===== src/rtl/ula_seq.sv =====
// Sequencer for an external 8-bit add/sub ALU: one command in flight,
// valid/ready command and result channels, accumulator chaining with Z/N/V flags.
module ula_seq (
  input  logic       clk,
  input  logic       rst_n,
  input  logic       cmd_valid,
  output logic       cmd_ready,
  input  logic [1:0] cmd_op,
  input  logic [7:0] cmd_data,
  output logic [7:0] ula_a,
  output logic [7:0] ula_b,
  output logic       ula_op,
  input  logic [7:0] ula_s,
  output logic       res_valid,
  input  logic       res_ready,
  output logic [7:0] res_data,
  output logic       flag_z,
  output logic       flag_n,
  output logic       flag_v
);

  localparam logic [1:0] OP_LOAD  = 2'b00;
  localparam logic [1:0] OP_ADD   = 2'b01;
  localparam logic [1:0] OP_SUB   = 2'b10;
  localparam logic [1:0] OP_CLEAR = 2'b11;

  typedef enum logic [1:0] {
    IDLE = 2'd0,
    EXEC = 2'd1,
    RESP = 2'd2
  } state_t;

  state_t     state_q, state_d;
  logic [7:0] acc_q, acc_d;
  logic [7:0] b_q, b_d;
  logic [1:0] op_q, op_d;
  logic       z_q, z_d;
  logic       n_q, n_d;
  logic       v_q, v_d;
  logic       ovf;

  always_ff @(posedge clk or negedge rst_n) begin
    if (!rst_n) begin
      state_q <= IDLE;
      acc_q   <= '0;
      b_q     <= '0;
      op_q    <= OP_LOAD;
      z_q     <= 1'b0;
      n_q     <= 1'b0;
      v_q     <= 1'b0;
    end else begin
      state_q <= state_d;
      acc_q   <= acc_d;
      b_q     <= b_d;
      op_q    <= op_d;
      z_q     <= z_d;
      n_q     <= n_d;
      v_q     <= v_d;
    end
  end

  // Subtraction overflows when operand signs differ; addition when they match.
  always_comb begin
    ovf = 1'b0;
    if (op_q == OP_SUB)
      ovf = (acc_q[7] != b_q[7]) && (ula_s[7] != acc_q[7]);
    else
      ovf = (acc_q[7] == b_q[7]) && (ula_s[7] != acc_q[7]);
  end

  always_comb begin
    state_d = state_q;
    acc_d   = acc_q;
    b_d     = b_q;
    op_d    = op_q;
    z_d     = z_q;
    n_d     = n_q;
    v_d     = v_q;
    unique case (state_q)
      IDLE: begin
        if (cmd_valid) begin
          b_d  = cmd_data;
          op_d = cmd_op;
          unique case (cmd_op)
            OP_LOAD: begin
              acc_d   = cmd_data;
              z_d     = (cmd_data == 8'h00);
              n_d     = cmd_data[7];
              v_d     = 1'b0;
              state_d = RESP;
            end
            OP_CLEAR: begin
              acc_d   = 8'h00;
              z_d     = 1'b1;
              n_d     = 1'b0;
              v_d     = 1'b0;
              state_d = RESP;
            end
            default: state_d = EXEC;
          endcase
        end
      end
      EXEC: begin
        acc_d   = ula_s;
        z_d     = (ula_s == 8'h00);
        n_d     = ula_s[7];
        v_d     = ovf;
        state_d = RESP;
      end
      RESP: begin
        if (res_ready) state_d = IDLE;
      end
      default: state_d = IDLE;
    endcase
  end

  assign cmd_ready = (state_q == IDLE);
  assign res_valid = (state_q == RESP);
  assign ula_a     = acc_q;
  assign ula_b     = b_q;
  assign ula_op    = (state_q == EXEC) && (op_q == OP_SUB);
  assign res_data  = acc_q;
  assign flag_z    = z_q;
  assign flag_n    = n_q;
  assign flag_v    = v_q;

endmodule


===== config.mk =====
export PLATFORM = sky130hd
export DESIGN_NAME = ula_seq
export DESIGN_NICKNAME = d
export VERILOG_FILES = /design/src/rtl/ula_seq.sv
export SDC_FILE = /design/constraint.sdc
export NUM_CORES = 1
export LEC_CHECK = 0
export BUFFER_PORTS_ARGS = -buffer_cell sky130_fd_sc_hd__buf_2
export CORE_MARGIN = 2
export CORE_UTILIZATION = 50
export DETAILED_ROUTE_END_ITERATION = 16
export PLACE_DENSITY = 0.84
export SKIP_CTS_REPAIR_TIMING = 1
export SYNTH_ARGS = -nofsm -noshare
export SYNTH_HDL_FRONTEND = slang
export SYNTH_SLANG_ARGS = --single-unit

===== constraint.sdc =====
create_clock -name clk -period 2.6 [get_ports clk]
set_input_delay 0.52 -clock clk [delete_from_list [all_inputs] [get_ports clk]]
set_output_delay 0.52 -clock clk [all_outputs]
set_load 0.02 [all_outputs]

* Word-level counts from Yosys, hierarchy flattened
Cells that the tools add are included.
** Word-level totals
- Register bits after elaboration :: 23
- Output and inout bits :: 30
- Logic and storage cells :: 48
** Cells by class
- Eq/ne operators :: 11
- Mux-type cells :: 17
- Reduce and logical (&&, ||, !) cells :: 13
** Operator list (number)
- one-hot mux 8 bit (2 select lines) :: 2
- logical NOT 8 bit :: 2
- one-hot mux 1 bit (2 select lines) :: 5
- two-way mux 8 bit :: 1
- == test 2 bit, second input constant :: 3
- two-way mux 2 bit :: 3
- one-hot mux 2 bit (3 select lines) :: 1
- AND reduction 3 bit :: 2
- two-way mux 1 bit :: 5
- logical NOT 2 bit :: 2
- inequality test 2 bit, second input constant :: 2
- AND reduction 2 bit :: 2
- logical AND 1 bit :: 3
- inequality test 3 x 1 -> 1 bit, second input constant :: 1
- == test 2 x 1 -> 1 bit, second input constant :: 1
- inequality test 1 bit :: 2
- inequality test 2 x 1 -> 1 bit, second input constant :: 1
- nonzero test 2 bit :: 1
- OR reduction 2 bit :: 1
- == test 1 bit :: 1

* Depth between registers and ports, before layout
Gate-level depths: netlist (run 1).
- Depth after elaboration :: 5
- Depth in mapped cells :: 7
- Mapped depth without buffers :: 6

* Least setup slack after synthesis (run 1)
OpenSTA, ideal clock, no wires.
- Path kind :: in2reg
- Start :: input cmd_op[0]
- End :: register z_q, in the netlist flag_z
- Setup time :: 125 ps
- Arrival :: 1498 ps
- Required time :: 2475 ps
- Slack :: 977 ps
- Stages :: 5
- Cell sequence :: ha_1 buf_4 o21ai_1 a21oi_2 mux2_2
** On the way
- Word-level cells in the longest chain between the ends :: 4
** Ends and longest elaborated chain
- start: declaration :: line 8 : input logic [1:0] cmd_op,
- == test 2 bit or logical NOT 2 bit (tied branches) :: line 84 : unique case (cmd_op)
- one-hot mux 1 bit (2 select lines) :: line 84
- two-way mux 1 bit :: line 81 : if (cmd_valid) begin
- one-hot mux 1 bit (2 select lines) :: line 79 : unique case (state_q)
- end signal: assignment :: line 56 : z_q <= z_d;
- end: declaration :: line 37 : logic z_q, z_d;
Several ways; a longest one is shown, not always the timed one. The select of a mux whose other input is x is not followed.
A chain may end at the register's enable or synchronous reset.

* Worst setup path in the final report (run 1)
- Start :: register state_q[1]
- End :: output ula_op
** On the way
- Word-level cells in the longest chain between the ends :: 2
** Ends and longest elaborated chain
- start: declaration :: line 33 : state_t state_q, state_d;
- start signal: assignment :: line 52 : state_q <= state_d;
- == test 2 x 1 -> 1 bit :: line 121 : assign ula_op = (state_q == EXEC) && (op_q == OP_SUB);
- logical AND 1 bit :: line 121
- end: declaration :: line 12 : output logic ula_op,
Every way passes these cells.

==> impl_metrics.env, run 1 <==
export IMPL_stdcell_count=181
export IMPL_cp_cell_sequence="nor2b_2 -> buf_4 -> and2_1 -> buf_2"
export IMPL_cp_num_buf_inv=2
export IMPL_h_tree_depth=1
export IMPL_cp_end_kind="output pin"
export IMPL_clk_pin_slew_ns=0.13
export IMPL_clock_sink_count=22
export IMPL_cts_tree="built"
export IMPL_synth_edf_count=0
export IMPL_grt_first_pass_wirelength_um=3720
export IMPL_ys_seq_elements=22
export IMPL_period_share_pct=75.3
export IMPL_gr_total_overflow=0
export IMPL_status="finished, final reports clean"
export IMPL_p_leak_nw=0.678
export IMPL_cts_made_buffers=3
export IMPL_synth_commonest_cells="dfrtp_1 (22), a21oi_1 (18), mux2_2 (11)"
export IMPL_grt_usage_pct=18.4
export IMPL_initial_utilization_pct=52.9
export IMPL_first_iter_violations=5
export IMPL_cpPeakStageDelay_ns=0.48
export IMPL_power_density_nw_per_um2=1160
export IMPL_area_delta_synth_final_pct=20.3
export IMPL_synth_warnings=0
export IMPL_max_vdd_ir_drop_uv=753
export IMPL_cp_slowest_cell="dfrtp_1"
export IMPL_ios=52
export IMPL_layout_min_cycle_time_ns=1.96
export IMPL_antenna_found_initial=0
export IMPL_fin_ws_ns=0.643
export IMPL_die_width_um=52.4
export IMPL_clockRootBuffer="clkbuf_4"
export IMPL_path_class="register to output pin"
export IMPL_wl_um=2380
export IMPL_dp_cells=177
export IMPL_final_antenna_net_count=0
export IMPL_arrival_ns=1.44
export IMPL_synthArstFlopShare_pct=100
export IMPL_dieHeight_um=52.4
export IMPL_synth_ff_type="dfrtp_1"
export IMPL_drive_gt1_share_pct=47.1
export IMPL_crit_family="flip-flops"
export IMPL_die_area_sq_um=2740
export IMPL_wire_per_inst_um=13.1
export IMPL_synth_area_leaders="dfrtp_1 (47%), mux2_2 (11%), a21oi_1 (7.7%)"
export IMPL_drc=0
export IMPL_syn_cell_area_sq_um=1170
export IMPL_crit_path_start_kind="register"
export IMPL_cp_max_fo=19
export IMPL_grt_max_degree=23
export IMPL_synth_top_area_share_pct=47.1
export IMPL_drv_cap=0
export IMPL_insertion_delay_ns=0.31
export IMPL_fillCellCount=196
export IMPL_num_antenna_cells=0
export IMPL_synthCells=110
export IMPL_dr_pass1_iters=4
export IMPL_synth_largest_area_cell="dfrtp_1"
export IMPL_vias=933
export IMPL_synth_net_count=134
export IMPL_grt_pass1_vias=870
export IMPL_place_congestion=0.762
export IMPL_slew_violations=0
export IMPL_finClkSkew_ns=0.00665
export IMPL_slew_headroom_pct=68.5
export IMPL_port_buffers=51
export IMPL_ys_seq_area_share_pct=47.1
export IMPL_fmax_mhz=511
export IMPL_synth_cell_types=25
export IMPL_synth_most_common_cell="dfrtp_1"
export IMPL_multi_input_area_sq_um=480
export IMPL_cp_required_ns=2.08
export IMPL_min_path_type="input pin to async pin"
export IMPL_clock_path_buffers=2
export IMPL_syn_mean_instance_area_sq_um=10.6
export IMPL_tightest_slew_ns=0.472
export IMPL_totalNegativeSetupSlack_ns=0
export IMPL_rows=17
export IMPL_hold_viol=0
export IMPL_rsz0062_at_grt="false"
export IMPL_core_area_sq_um=2210
export IMPL_vias_per_cell=5.15
export IMPL_fin_nets=178
export IMPL_setup_viol=0
export IMPL_pre_cts_ws_ns=0.700
export IMPL_regArea_sq_um=551
export IMPL_dp_hpwl_um=1850
-- routing by layer --
layer / GRT usage, % / part of all wire (%) / up-vias
li1: - / - / 463
met4: 9.40 / 1.5 / 0
met2: 29.6 / 48 / 36
met1: 24.4 / 46 / 428
met5: 0 / 0 / -
met3: 2.29 / 5.1 / 6
-- logic make-up (layout without fill, tap and decap cells) --
| group | after synthesis | in the layout | synth area share, % |
|---|---|---|---|
| and+or+nand+nor | 30 | 30 | 15.4 |
| buffers and inverters | 19 | 62 | 11.9 |
| DFF | 22 | 22 | 47.1 |
| adders and majority gates | 2 | 2 | 2.14 |
| muxes | 12 | 12 | 11.4 |
| AOI/OAI and AO/OA | 24 | 24 | 11.3 |
| xor gates and xnor gates | 1 | 1 | 0.749 |
-- worst register-to-register path, cell delays in order, from the launching register on --
cell and delay [ns]:
dfrtp_1 0.44, nor2b_2 0.16, buf_4 0.19, a211oi_1 0.20, a21oi_1 0.06, mux2_2 0.26
-- flip-flops by register name, indices dropped and copies added, names as in the netlist --
name,flops
res_data,8
flag_v,1
state_q,2
ula_b,8
flag_z,1
op_q,2
-- where the power goes --
part	switching (W)	total [W]	internal, W
sequential	0.0000972	0.000583	0.000486
combinational	0.000483	0.000788	0.000305
clock	0.000109	0.000265	0.000156
-- per-stage QoR --
step | total power, W | utilization (%) | hold WS (ns) | area [sq um]
after global routing | 0.00173 | 63.6 | 0.181 | 1410
after CTS | 0.00165 | 63.6 | 0.158 | 1410
after detailed placement | 0.00139 | 61.3 | 0.488 | 1360
final | 0.00164 | 63.6 | 0.141 | 1410
after global placement | 0.00137 | 61.3 | 0.482 | 1360
after floorplan | 0.00122 | - | 0.224 | 1170
-- layout by cell type (no fill, tap or decap), drive strengths merged, types with 2 or more instances in the layout --
master / count
a21oi: 19
and2: 2
buf: 53
clkbuf: 3
dfrtp: 22
ha: 2
inv: 5
mux2: 11
nor2: 9
nor2b: 5
nor3b: 8
nor4: 4
o21ai: 2
-- worst paths after layout --
kind | slack [ns] | from | cells past startpoint | to
max | 0.64 | state_q[1] | 4 | ula_op
min | 0.14 | rst_n | 1 | res_data[1]
max reg2reg | 1.18 | state_q[0] | 5 | flag_z
min reg2reg | 0.51 | op_q[1] | 1 | op_q[1]
max in group asynchronous | 2.14 | rst_n | 1 | res_data[2]
min in group clk | 0.46 | res_ready | 3 | state_q[1]
-- cell type report --
class                      count  area share, %
clock buffer                   3           1.60
clock inverter                 1           2.13
inverter                       5           1.33
multi-input combinational     69           34.1
sequential                    22           39.1
tap                           28           2.49
timing repair buffer          53           19.2
Power figures use the tool's default switching activity.
==> run 2: changes to the inputs <==
--- a/config.mk
+++ b/config.mk
@@ -6,10 +6,11 @@
 export NUM_CORES = 1
 export LEC_CHECK = 0
 export BUFFER_PORTS_ARGS = -buffer_cell sky130_fd_sc_hd__buf_2
+export CORE_ASPECT_RATIO = 2
 export CORE_MARGIN = 2
-export CORE_UTILIZATION = 50
+export CORE_UTILIZATION = 42
 export DETAILED_ROUTE_END_ITERATION = 16
-export PLACE_DENSITY = 0.84
+export PLACE_DENSITY = 0.75
 export SKIP_CTS_REPAIR_TIMING = 1
 export SYNTH_ARGS = -nofsm -noshare
 export SYNTH_HDL_FRONTEND = slang
==> constraint.sdc (replaced) <==
create_clock -name clk -period 1.6 [get_ports clk]
set_input_delay 0.32 -clock clk [delete_from_list [all_inputs] [get_ports clk]]
set_output_delay 0.32 -clock clk [all_outputs]
set_load 0.02 [all_outputs]
==> run 2 against run 1 <==
Net effect:
- wire length down 3.2%
- clock power up 18%
- clock-buffer cell count unchanged
- sequential cell count stayed put
- largest cell class unchanged
- largest power group unchanged
==> impl_metrics.env, run 2 (synthesis results as in run 1) <==
export IMPL_cp_required_ns=1.28
export IMPL_wl_um=2300
export IMPL_pwr_share_comb_pct=50.7
export IMPL_vias_per_cell=5.17
export IMPL_place_congestion=0.887
export IMPL_layout_min_cycle_time_ns=1.47
export IMPL_slew_headroom_pct=68.1
export IMPL_slew_violations=0
export IMPL_clkPwrFrac_pct=12.2
export IMPL_core_area_sq_um=2700
export IMPL_p_seq_share_pct=37.1
export IMPL_placed_area_sq_um=1370
export IMPL_cts_tree="built"
export IMPL_ios=52
export IMPL_setup_viol=0
export IMPL_final_cell_mix="buf_2 (51), dfrtp_1 (22), a21oi_1 (18)"
export IMPL_power_total_w=0.00255
export IMPL_grt_pass1_vias=888
export IMPL_cp_end_kind="output pin"
export IMPL_hold_viol=0
export IMPL_antenna_found_initial=0
export IMPL_switchingPower_w=0.00109
export IMPL_port_buffers=51
export IMPL_gr_total_overflow=0
export IMPL_final_antenna_net_count=0
export IMPL_drc=0
export IMPL_dieHeight_um=78.6
export IMPL_insertion_delay_ns=0.25
export IMPL_cts_made_buffers=3
export IMPL_intPower_w=0.00146
export IMPL_fin_ws_ns=0.129
export IMPL_first_iter_violations=19
export IMPL_crit_path_start_kind="register"
export IMPL_totalNegativeSetupSlack_ns=0
export IMPL_power_density_nw_per_um2=1810
export IMPL_clock_path_buffers=2
export IMPL_arrival_ns=1.15
export IMPL_min_path_type="input pin to async pin"
export IMPL_grt_first_pass_wirelength_um=3710
export IMPL_clockRootBuffer="clkbuf_8"
export IMPL_vias=947
export IMPL_finalInstanceArea_sq_um=1410
export IMPL_rsz0062_at_grt="false"
export IMPL_pre_cts_ws_ns=0.148
export IMPL_p_sw_share_pct=42.8
export IMPL_h_tree_depth=1
export IMPL_die_area_sq_um=3250
export IMPL_drive_gt1_share_pct=47.4
export IMPL_dr_pass1_iters=4
export IMPL_area_delta_synth_final_pct=20.7
export IMPL_finClkSkew_ns=0.00256
export IMPL_wire_per_inst_um=12.6
export IMPL_cp_max_fo=7
export IMPL_num_antenna_cells=0
export IMPL_fin_nets=180
export IMPL_initial_utilization_pct=43.3
export IMPL_grt_max_degree=23
export IMPL_status="finished, final reports clean"
export IMPL_tightest_slew_ns=0.478
export IMPL_rows=27
export IMPL_die_width_um=41.3
export IMPL_dp_hpwl_um=1920
export IMPL_max_vdd_ir_drop_uv=913
export IMPL_layout_commonest_cell="buf_2"
export IMPL_period_share_pct=91.9
export IMPL_clock_sink_count=22
export IMPL_fmax_mhz=680
export IMPL_drv_cap=0
export IMPL_grt_usage_pct=16.1
export IMPL_path_class="register to output pin"
export IMPL_clk_pin_slew_ns=0.07
export IMPL_p_leak_nw=0.682
## run 2: through the flow
step           util (%)  cells  hold WS, ns
2_1_floorplan         -    110       0.0244
3_3_place_gp       50.7    180        0.299
3_5_place_dp       50.7    180        0.308
4_1_cts            52.3    183       0.0328
5_1_grt            52.3    183       0.0542
6_report           52.3    183       0.0227
## run 2: power groups by stage
stage                     Clock (W)  Combinational (W)  Sequential (W)
after floorplan                   0           0.000767         0.00121
after global placement            0            0.00128        0.000949
after detailed placement          0            0.00130        0.000966
after CTS                  0.000327            0.00130        0.000956
after global routing       0.000353            0.00141        0.000999
final                      0.000312            0.00129        0.000948
## run 2: area by class of cell
type | count | area (sq um)
fillers | 274 | 1290
repair buffers | 55 | 285
well taps | 29 | 36.3
inverters | 5 | 18.8
clock buffers | 3 | 41.3
flip-flops and latches | 22 | 551
multi-input cells | 69 | 480
## run 2: critical path, stage by stage (launching register included)
cell     delay (ns)
dfrtp_1        0.47
nor2b_2        0.15
and2_1         0.13
buf_2          0.16
## run 2: worst paths after layout
kind	start	end	slack [ns]	cells after the start
max in group asynchronous	rst_n	ula_b[1]	1.25	1
min in group clk	cmd_data[2]	ula_b[2]	0.33	2
hold reg to reg	op_q[1]	op_q[1]	0.50	1
setup / recovery	state_q[1]	ula_op	0.13	3
hold / removal	rst_n	ula_b[3]	0.02	1
setup reg to reg	state_q[0]	res_data[4]	0.15	6
## run 2: metal layers
layer	GRT usage [%]	share of wire (%)	wire length [um]	up-vias
met5	0	0	0	-
met4	6.77	3.0	70	0
met3	1.69	6.8	156	4
met2	28.3	55	1260	44
met1	17.7	35	810	441
li1	-	-	-	458
==> run 3: changes to the inputs <==
--- a/config.mk
+++ b/config.mk
@@ -11,6 +11,7 @@
 export CORE_UTILIZATION = 42
 export DETAILED_ROUTE_END_ITERATION = 16
 export PLACE_DENSITY = 0.75
+export SETUP_SLACK_MARGIN = 0.2
 export SKIP_CTS_REPAIR_TIMING = 1
 export SYNTH_ARGS = -nofsm -noshare
 export SYNTH_HDL_FRONTEND = slang
==> run 3 against run 2 <==
Net effect:
- clock power is 25% higher
- wire length grew 11%
- highest routed layer unchanged
- combinational power rose by 12%
- hold slack lost 0.012 ns
- first-iteration DRC count grew 74%
- cell area grew 9.8%
==> impl_metrics.env, run 3 (synthesis results as in run 1) <==
export IMPL_rows=27
export IMPL_place_congestion=0.901
export IMPL_dp_hpwl_um=2030
export IMPL_power_density_nw_per_um2=1800
export IMPL_first_iter_violations=33
export IMPL_fmax_mhz=711
export IMPL_drc=0
export IMPL_grt_usage_pct=17.5
export IMPL_die_width_um=41.3
export IMPL_path_class="register to output pin"
export IMPL_port_buffers=51
export IMPL_switchingPower_w=0.00117
export IMPL_dp_cells=182
export IMPL_max_vdd_ir_drop_uv=903
export IMPL_grt_pass1_vias=947
export IMPL_gr_total_overflow=0
export IMPL_crit_path_start_kind="register"
export IMPL_clockRootBuffer="clkbuf_8"
export IMPL_core_area_sq_um=2700
export IMPL_wl_um=2560
export IMPL_drv_cap=0
export IMPL_dieHeight_um=78.6
export IMPL_antenna_found_initial=0
export IMPL_initial_utilization_pct=43.3
export IMPL_tightest_slew_ns=0.489
export IMPL_pwr_share_comb_pct=51.9
export IMPL_stdcell_count=190
export IMPL_cts_made_buffers=3
export IMPL_rsz0062_at_grt="true"
export IMPL_final_antenna_net_count=0
export IMPL_p_seq_share_pct=34.1
export IMPL_finClkSkew_ns=0.00321
export IMPL_clk_pin_slew_ns=0.08
export IMPL_insertion_delay_ns=0.26
export IMPL_clkPwrFrac_pct=14.0
export IMPL_setup_viol=0
export IMPL_cts_tree="built"
export IMPL_dr_pass1_iters=4
export IMPL_ios=52
export IMPL_num_antenna_cells=0
export IMPL_cp_slowest_cell="dfrtp_1"
export IMPL_timing_hold_ws_ns=0.0106
export IMPL_layout_min_cycle_time_ns=1.41
export IMPL_cp_end_kind="output pin"
export IMPL_intPower_w=0.00162
export IMPL_period_share_pct=87.9
export IMPL_wire_per_inst_um=13.4
export IMPL_cpPeakStageDelay_ns=0.41
export IMPL_grt_max_degree=23
export IMPL_area_delta_synth_final_pct=32.6
export IMPL_arrival_ns=1.09
export IMPL_layout_commonest_cell="buf_2"
export IMPL_cp_required_ns=1.28
export IMPL_cpMostUsedCell="buf_6"
export IMPL_clock_sink_count=22
export IMPL_vias_per_cell=5.21
export IMPL_grt_first_pass_wirelength_um=3970
export IMPL_fin_util_pct=57.4
export IMPL_slew_headroom_pct=67.4
export IMPL_h_tree_depth=1
export IMPL_fin_nets=186
export IMPL_status="finished, final reports clean"
export IMPL_cp_cell_sequence="buf_6 -> nor2b_4 -> buf_6"
export IMPL_die_area_sq_um=3250
export IMPL_final_cell_mix="buf_2 (48), dfrtp_1 (22), a21oi_1 (18)"
export IMPL_min_path_type="input pin to async pin"
export IMPL_fillCellCount=247
export IMPL_vias=990
export IMPL_p_sw_share_pct=41.9
export IMPL_drive_gt1_share_pct=54.0
export IMPL_p_leak_nw=0.751
export IMPL_cp_max_fo=6
export IMPL_slew_violations=0
export IMPL_clock_path_buffers=2
export IMPL_hold_viol=0
-- run 3: power groups by stage --
| stage | clock (W) | sequential, W | combinational [W] |
|---|---|---|---|
| after floorplan | 0 | 0.00122 | 0.000778 |
| after global placement | 0 | 0.000940 | 0.00133 |
| after detailed placement | 0 | 0.000960 | 0.00136 |
| after CTS | 0.000402 | 0.000948 | 0.00136 |
| after global routing | 0.000421 | 0.000989 | 0.00156 |
| final | 0.000390 | 0.000949 | 0.00145 |
-- run 3: through the flow --
step	total power, W	worst slack [ns]	cell area (sq um)	setup TNS [ns]
5_1_grt	0.00297	0.147	1550	0
3_3_place_gp	0.00227	0.240	1400	0
3_5_place_dp	0.00231	0.205	1400	0
6_report	0.00279	0.194	1550	0
4_1_cts	0.00271	-0.00813	1450	-0.00813
2_1_floorplan	0.00199	0.206	1180	0
-- run 3: layout make-up --
class                           instances  area, sq um  area share (%)
Inverter                                5         18.8            1.21
Multi-Input combinational cell         69          534            34.4
Tap cell                               29         36.3            2.34
Sequential cell                        22          551            35.5
Timing Repair Buffer                   61          357            23.0
Clock buffer                            4         55.1            3.55
-- run 3: worst max-delay path, delay by kind of cell, from the launching register on --
kind | cells | cell delay [ns]
and+or+nand+nor | 1 | 0.15
buffers and inverters | 2 | 0.27
DFF | 1 | 0.41
-- run 3: final timing paths --
| check | from | endpoint | slack [ns] | cells after the start |
|---|---|---|---|---|
| worst max register to register | state_q[1] | ula_b[7] | 0.21 | 4 |
| worst min register to register | op_q[1] | op_q[1] | 0.51 | 1 |
| min in group clk | res_ready | state_q[1] | 0.32 | 3 |
| worst max-delay path | state_q[1] | res_valid | 0.19 | 3 |
| worst min-delay path | rst_n | ula_b[4] | 0.01 | 1 |
| max in group asynchronous | rst_n | state_q[0] | 1.25 | 1 |
-- run 3: metal layers --
layer  vias to the layer above  part of all wire [%]  track usage, %
li1                        471                     -               -
met1                       478                    36            20.0
met2                        35                    57            30.5
met3                         6                   5.4            1.69
met4                         0                   2.1            7.10
met5                         -                     0               0
